## src/rtl/mdu_pkg.sv

```systemverilog
// Shared types for the pipeline multiply/divide unit: operation encoding,
// FSM states and the elaboration-time legality check on R.
package mdu_pkg;

  typedef enum logic [2:0] {
    MD_MULT  = 3'd0,
    MD_MULTU = 3'd1,
    MD_DIV   = 3'd2,
    MD_DIVU  = 3'd3,
    MD_MFHI  = 3'd4,
    MD_MFLO  = 3'd5,
    MD_MTHI  = 3'd6,
    MD_MTLO  = 3'd7
  } md_op_t;

  typedef enum logic [1:0] {
    IDLE = 2'd0,
    RUN  = 2'd1,
    FIX  = 2'd2
  } mdu_state_t;

  function automatic bit mdu_r_legal(input int r, input int xlen);
    return ((r == 1) || (r == 2) || (r == 4)) && ((xlen % r) == 0);
  endfunction

endpackage

```

## src/rtl/mdu_step.sv

```systemverilog
// One radix-2 iteration: shift-add multiply step or restoring divide step.
// Operates on magnitudes only; sign handling lives in the top level.
module mdu_step #(
  parameter int XLEN = 32
) (
  input  logic            i_is_div,
  input  logic [XLEN-1:0] i_hi,
  input  logic [XLEN-1:0] i_lo,
  input  logic [XLEN-1:0] i_m,
  output logic [XLEN-1:0] o_hi,
  output logic [XLEN-1:0] o_lo
);

  logic [XLEN:0]   w_sum;
  logic [XLEN:0]   w_shift;
  logic [XLEN-1:0] w_diff;
  logic            w_fits;

  // NOTE: every always_comb output gets a value on every path, so no latch is inferred.
  always_comb begin
    // Multiply: conditionally add multiplicand, then shift {carry, hi, lo} right.
    w_sum   = {1'b0, i_hi} + (i_lo[0] ? {1'b0, i_m} : '0);
    // Divide: the partial remainder is XLEN+1 bits once the next dividend bit enters.
    w_shift = {i_hi, i_lo[XLEN-1]};
    w_fits  = (w_shift >= {1'b0, i_m});
    w_diff  = w_shift[XLEN-1:0] - i_m;
    if (i_is_div) begin
      o_hi = w_fits ? w_diff : w_shift[XLEN-1:0];
      o_lo = {i_lo[XLEN-2:0], w_fits};
    end else begin
      o_hi = w_sum[XLEN:1];
      o_lo = {w_sum[0], i_lo[XLEN-1:1]};
    end
  end

endmodule

```

## src/rtl/pipeline_mdu.sv

```systemverilog
// Iterative multiply/divide unit beside the execute-stage ALU: owns HI/LO,
// services MF*/MT* and stalls the pipeline while an operation iterates.
module pipeline_mdu
  import mdu_pkg::*;
#(
  parameter int XLEN = 32,
  parameter int R    = 1
) (
  input  logic            clk,
  input  logic            reset,
  input  logic            enable,
  input  logic            MDValidE,
  input  md_op_t          MDOpE,
  input  logic [XLEN-1:0] SrcAE,
  input  logic [XLEN-1:0] SrcBE,
  input  logic            AbortE,
  output logic            BusyE,
  output logic            StallMD,
  output logic [XLEN-1:0] MDOutE,
  output logic            DoneE
);

  localparam int ITERS = XLEN / R;
  localparam int CW    = $clog2(ITERS + 1);

  if (!mdu_r_legal(R, XLEN)) begin : g_bad_r
    $error("pipeline_mdu: R must be 1, 2 or 4 and divide XLEN");
  end

  mdu_state_t      r_state;
  logic [CW-1:0]   r_cnt;
  logic [XLEN-1:0] r_hi, r_lo;
  logic [XLEN-1:0] r_acc_hi, r_acc_lo, r_m;
  logic            r_is_div, r_neg_q, r_neg_r, r_div_zero, r_done;

  logic            w_is_mul, w_is_divop, w_signed, w_a_neg, w_b_neg;
  logic [XLEN-1:0] w_a_abs, w_b_abs;

  assign w_is_mul   = (MDOpE == MD_MULT) || (MDOpE == MD_MULTU);
  assign w_is_divop = (MDOpE == MD_DIV)  || (MDOpE == MD_DIVU);
  assign w_signed   = (MDOpE == MD_MULT) || (MDOpE == MD_DIV);
  assign w_a_neg    = w_signed & SrcAE[XLEN-1];
  assign w_b_neg    = w_signed & SrcBE[XLEN-1];
  assign w_a_abs    = w_a_neg ? -SrcAE : SrcAE;
  assign w_b_abs    = w_b_neg ? -SrcBE : SrcBE;

  logic [XLEN-1:0] w_hi_chain [R+1];
  logic [XLEN-1:0] w_lo_chain [R+1];

  assign w_hi_chain[0] = r_acc_hi;
  assign w_lo_chain[0] = r_acc_lo;

  for (genvar g = 0; g < R; g++) begin : g_step
    mdu_step #(.XLEN(XLEN)) u_step (
      .i_is_div (r_is_div),
      .i_hi     (w_hi_chain[g]),
      .i_lo     (w_lo_chain[g]),
      .i_m      (r_m),
      .o_hi     (w_hi_chain[g+1]),
      .o_lo     (w_lo_chain[g+1])
    );
  end

  logic [2*XLEN-1:0] w_prod, w_prod_s;
  logic [XLEN-1:0]   w_quo, w_rem, w_res_hi, w_res_lo;

  assign w_prod   = {r_acc_hi, r_acc_lo};
  assign w_prod_s = r_neg_q ? -w_prod : w_prod;
  // Divide by zero leaves an all-ones magnitude quotient; force it so the sign fix cannot flip it.
  assign w_quo    = r_div_zero ? '1 : (r_neg_q ? -r_acc_lo : r_acc_lo);
  assign w_rem    = r_neg_r ? -r_acc_hi : r_acc_hi;
  assign w_res_hi = r_is_div ? w_rem : w_prod_s[2*XLEN-1:XLEN];
  assign w_res_lo = r_is_div ? w_quo : w_prod_s[XLEN-1:0];

  // NOTE: sequential state uses non-blocking assignments so all registers update together at the edge.
  // NOTE: every register, datapath latches included, is reset; they are few and a clean start is cheap.
  always_ff @(posedge clk or negedge reset) begin
    if (!reset) begin
      r_state    <= IDLE;
      r_cnt      <= '0;
      r_hi       <= '0;
      r_lo       <= '0;
      r_acc_hi   <= '0;
      r_acc_lo   <= '0;
      r_m        <= '0;
      r_is_div   <= 1'b0;
      r_neg_q    <= 1'b0;
      r_neg_r    <= 1'b0;
      r_div_zero <= 1'b0;
      r_done     <= 1'b0;
    end else if (enable) begin
      r_done <= 1'b0;
      unique case (r_state)
        IDLE: begin
          if (MDValidE && !AbortE) begin
            if (w_is_mul || w_is_divop) begin
              r_state    <= RUN;
              r_cnt      <= CW'(ITERS);
              r_is_div   <= w_is_divop;
              r_m        <= w_is_divop ? w_b_abs : w_a_abs;
              r_acc_lo   <= w_is_divop ? w_a_abs : w_b_abs;
              r_acc_hi   <= '0;
              r_neg_q    <= w_a_neg ^ w_b_neg;
              r_neg_r    <= w_a_neg;
              r_div_zero <= w_is_divop && (SrcBE == '0);
            end else if (MDOpE == MD_MTHI) begin
              r_hi <= SrcAE;
            end else if (MDOpE == MD_MTLO) begin
              r_lo <= SrcAE;
            end
          end
        end
        RUN: begin
          if (AbortE) begin
            r_state <= IDLE;
            r_cnt   <= '0;
          end else begin
            r_acc_hi <= w_hi_chain[R];
            r_acc_lo <= w_lo_chain[R];
            r_cnt    <= r_cnt - CW'(1);
            if (r_cnt == CW'(1)) r_state <= FIX;
          end
        end
        FIX: begin
          r_state <= IDLE;
          if (!AbortE) begin
            r_hi   <= w_res_hi;
            r_lo   <= w_res_lo;
            r_done <= 1'b1;
          end
        end
        default: r_state <= IDLE;
      endcase
    end
  end

  assign BusyE   = (r_state != IDLE);
  assign StallMD = BusyE & MDValidE;
  assign MDOutE  = (MDOpE == MD_MFHI) ? r_hi : r_lo;
  assign DoneE   = r_done;

endmodule
```

## config.mk

```make
export PLATFORM = sky130hd
export DESIGN_NAME = pipeline_mdu
export DESIGN_NICKNAME = d
export VERILOG_FILES = /design/src/rtl/mdu_pkg.sv /design/src/rtl/mdu_step.sv /design/src/rtl/pipeline_mdu.sv
export SDC_FILE = /design/constraint.sdc
export NUM_CORES = 1
export LEC_CHECK = 0
export CELL_PAD_IN_SITES_DETAIL_PLACEMENT = 1
export CELL_PAD_IN_SITES_GLOBAL_PLACEMENT = 1
export CORE_UTILIZATION = 40
export CTS_CLUSTER_DIAMETER = 60
export DETAILED_ROUTE_END_ITERATION = 8
export PLACE_DENSITY = 0.83
export SLEW_MARGIN = 20
export SYNTH_ARGS = -nofsm -noshare
export SYNTH_HDL_FRONTEND = slang
export SYNTH_SLANG_ARGS = --single-unit
```

## constraint.sdc

```tcl
create_clock -name clk -period 3.75 [get_ports clk]
set_input_delay 1.125 -clock clk [delete_from_list [all_inputs] [get_ports clk]]
set_output_delay 1.125 -clock clk [all_outputs]
set_load 0.02 [all_outputs]
```

==> flow_metrics.env, run 1 <==
export IMPL_violations="setup timing"
export IMPL_critPathTopFamily="buffers and inverters"
export IMPL_drt_iter0_markers=1543
export IMPL_synthArstFlopShare=1.00
export IMPL_cts_setup_buffers=0
export IMPL_worst_slack_ns=-0.00743
export IMPL_synth_edf_count=0
export IMPL_grt_pass1_wl_um=100000
export IMPL_skew_ns=0.0134
export IMPL_path_clk_slew_ns=0.07
export IMPL_sw_frac_of_total=0.485
export IMPL_grt_start_max_net_pins=72
export IMPL_dr_pass1_iters=5
export IMPL_finalSetupViolCount=2
export IMPL_p_int_mw=6.52
export IMPL_postRouteAntennaNets=0
export IMPL_max_stage_delay_ns=0.49
export IMPL_path_class="in -> out"
export IMPL_routed_wl_um=65900
export IMPL_drc=0
export IMPL_reg2reg_to="r_acc_hi[25]$_DFFE_PN0P_"
export IMPL_crit_slowest_cell="clkdlybuf4s50_1"
export IMPL_critPathBufInv=3
export IMPL_startpoint_type="input pin"
export IMPL_slew_limit_headroom=0.375
export IMPL_cp_arrival_ns=2.63
export IMPL_post_route_min_period_ns=3.76
export IMPL_setup_tns_ns=-0.0118
export IMPL_synth_area_leaders="dfrtp_1, o21ai_0, nand2_1"
export IMPL_critPathCapture="MDOutE[10]"
export IMPL_synth_cell_types=75
export IMPL_gp_congestion=1.02
export IMPL_die_h_um=198
export IMPL_powerDensity_mw_per_mm2=674
export IMPL_hp_start="r_m[8]$_DFFE_PN0P_"
export IMPL_drv_cap=0
export IMPL_area_delta_synth_final_pct=22.7
export IMPL_fin_nets=2341
export IMPL_root_buffer="clkbuf_16"
export IMPL_drv_slew=0
export IMPL_max_freq_mhz=266
export IMPL_hpwlAfterDp_um=51500
export IMPL_row_count=71
export IMPL_cts_buffer_depth=2
export IMPL_crit_path_end_kind="output pin"
export IMPL_antenna_found_initial=1
export IMPL_yosysTopAreaCellShare=0.283
export IMPL_start_util=0.406
export IMPL_vias=16700
export IMPL_wl_per_cell_um=24.2
export IMPL_max_vdd_ir_drop_mv=0.343
export IMPL_synth_area_sq_mm=0.0153
export IMPL_die_width_um=198
export IMPL_status="finished, violations left"
export IMPL_min_path_type="reg -> reg"
export IMPL_crit_chain="clkdlybuf4s50_1 -> and3_4 -> bufbuf_16 -> mux2_2 -> buf_2"
export IMPL_final_util=0.498
export IMPL_grt_overflow=0
export IMPL_path_max_fanout=11
export IMPL_combPwrFrac=0.595
export IMPL_io_buffers=106
export IMPL_htree_levels=4
export IMPL_holdBufCountCts=0
export IMPL_synth_yosys_seq_area_share=0.283
export IMPL_cp_depth=5
export IMPL_synth_top_area_cell="dfrtp_1"
export IMPL_drive_gt1_frac=0.159
export IMPL_yosys_warnings=0
export IMPL_power_switching_mw=6.13
export IMPL_io_pins=107
export IMPL_timing_rr_start="r_acc_lo[0]$_DFFE_PN0P_"
export IMPL_synth_fp_nets=2142
export IMPL_p_leak_nw=8.36
export IMPL_core_area_sq_mm=0.0377
export IMPL_die_area_sq_mm=0.0390
export IMPL_ff2ff_path_depth=14
export IMPL_tightest_slew_ns=0.935
export IMPL_critPathRequiredTime_ns=2.62
export IMPL_final_hold_violation_count=0
export IMPL_min_period_over_period=1.00
export IMPL_seqPwrFrac=0.250
export IMPL_pwr_share_clk=0.154
export IMPL_viasPerCell=6.15
export IMPL_critPathLaunch="MDOpE[2]"
export IMPL_syn_inst=1998
export IMPL_r2r_slack_ns=0.12
export IMPL_synth_flop_cell="dfrtp_1"
export IMPL_rsz0062_at_grt="yes"
export IMPL_cts_tree="built"
export IMPL_track_usage=0.337
export IMPL_ys_ff_latch=173
export IMPL_avgSynthCellArea_sq_um=7.66
export IMPL_clock_latency_ns=0.47
export IMPL_clkSinkCount=173
export IMPL_cts_buffers=17
export IMPL_grt_pass1_vias=17100
cell type report:
| type | count | area, sq um |
|---|---|---|
| Fill cell | 4730 | 18900 |
| Multi-Input combinational cell | 1638 | 10400 |
| Sequential cell | 173 | 4330 |
| Timing Repair Buffer | 302 | 2550 |
| Tap cell | 511 | 639 |
| Clock buffer | 21 | 460 |
| Inverter | 65 | 248 |
| Clock inverter | 11 | 156 |
| Antenna cell | 1 | 2.50 |
logic make-up after synthesis:
group / synth area share
AND/OR/NAND/NOR: 0.199
AO/OA/AOI/OAI: 0.256
adder cells (fa/ha/maj): 0.0599
XOR/XNOR: 0.0967
buffers and inverters: 0.0471
multiplexers: 0.0581
flip-flops: 0.283
what timing repair did:
| action | 4_1_cts | 5_1_grt |
|---|---|---|
| pin swaps | 0 | 4 |
| setup endpoints to repair | 36 | 48 |
| gates cloned | 1 | 0 |
| endpoints found under the hold margin | 0 | 0 |
| gates resized for setup | 108 | 27 |
power by group through the flow:
stage | Clock, mW | Sequential (mW) | Combinational, mW
finish | 1.95 | 3.17 | 7.53
global route | 2.02 | 3.22 | 8.14
CTS | 1.96 | 3.13 | 7.43
detailed placement | 0 | 3.16 | 7.39
global placement | 0 | 3.12 | 7.13
floorplan | 0 | 2.88 | 4.86
Yosys cell counts, types with 12 or more instances:
library cell and n:
xor2_1 73, ha_1 70, a21oi_1 171, o41ai_1 13, nand2_1 281, mux2i_1 45
nor4_1 15, o22ai_1 28, a22oi_1 16, inv_1 64, a21o_1 25, or4_1 12
mux2_2 39, o221ai_1 31, nand2b_1 23, o21ai_0 219, nor3_1 31, or3_1 19
o31ai_1 27, nand3_1 35, xnor2_1 96, clkbuf_1 106, dfrtp_1 173, a31oi_1 15
o211ai_1 15, nor2_1 188
metal layers:
metal  track usage  part of all wire  routed length (um)  vias to the layer above
li1              -                 -                   -                     7545
met1         0.463              0.44               28900                     8394
met2         0.533              0.46               30000                      668
met3        0.0528             0.073                4800                      119
met4         0.123             0.033                2190                        2
met5             0           0.00017                  11                        -
placed cells by master, fill, tap and decap left out, types with 8 or more instances in the layout:
master	Yosys	layout
a21o_1	25	25
clkdlybuf4s50_1	0	71
o21a_1	8	8
o211ai_1	15	15
clkbuf_16	0	17
a211oi_1	11	11
nand2b_1	23	23
a31oi_1	15	15
clkdlybuf4s15_2	0	8
or3_1	19	18
nor3_1	31	31
buf_12	0	8
o22ai_1	28	28
o221ai_1	31	31
o21bai_1	8	8
o31ai_1	27	25
o21ai_0	219	217
clkbuf_2	0	10
nand2_1	281	279
or2_2	8	8
nor2_1	188	184
buf_2	3	15
xnor2_1	96	96
a21oi_1	171	170
a22oi_1	16	16
xor2_1	73	73
mux2i_1	45	45
nand4_1	11	11
buf_4	0	186
nand3_1	35	35
o41ai_1	13	10
ha_1	70	70
or4_1	12	12
dfrtp_1	173	171
mux2_2	39	39
inv_1	64	62
nor4_1	15	13
and2_1	11	11
sequential cells by signal, indices dropped and copies added (netlist names), 2 cells and up:
| signal | cells |
|---|---|
| r_cnt | 6 |
| r_lo | 32 |
| r_state | 2 |
| r_m | 32 |
| r_acc_hi | 32 |
| r_acc_lo | 32 |
| r_hi | 32 |
worst register-to-register path, cell delays in order (launching register included):
cell	delay (ns)
dfrtp_2	0.41
and2_1	0.14
ha_1	0.21
inv_1	0.07
fa_1	0.41
nand2b_1	0.21
a21oi_2	0.18
o22ai_1	0.11
buf_4	0.17
or4b_2	0.70
o2111ai_2	0.24
o211ai_1	0.18
o21ai_1	0.22
xnor2_1	0.15
o211ai_1	0.10
how the worst min path moves through the flow:
stage,end,slack [ns],cells past startpoint
final,r_m[8]$_DFFE_PN0P_,0.48,2
after global routing,r_lo[27]$_DFFE_PN0P_,0.51,1
after global placement,r_hi[9]$_DFFE_PN0P_,0.46,2
after detailed placement,r_m[24]$_DFFE_PN0P_,0.47,1
after floorplan,r_hi[22]$_DFFE_PN0P_,0.44,2
after CTS,r_lo[26]$_DFFE_PN0P_,0.49,2
per-stage QoR:
| stage | power [mW] | std cells | setup slack, ns | area (sq um) | hold slack [ns] |
|---|---|---|---|---|---|
| 5_1_grt | 13.4 | 2721 | -0.0412 | 18800 | 0.515 |
| 3_3_place_gp | 10.2 | 2688 | -0.298 | 18100 | 0.461 |
| 2_1_floorplan | 7.74 | 1998 | 0.161 | 15300 | 0.443 |
| 3_5_place_dp | 10.6 | 2688 | -0.436 | 18100 | 0.469 |
| 6_report | 12.7 | 2722 | -0.00743 | 18800 | 0.483 |
| 4_1_cts | 12.5 | 2721 | 0.000295 | 18800 | 0.486 |
Note: power is estimated with default switching activity, not from simulation.
==> inputs of run 2 (changes only) <==
- CTS_CLUSTER_SIZE: not set -> 14
==> results of run 2 <==
No change in the layout: final DEF, timing and power equal those of run 1.
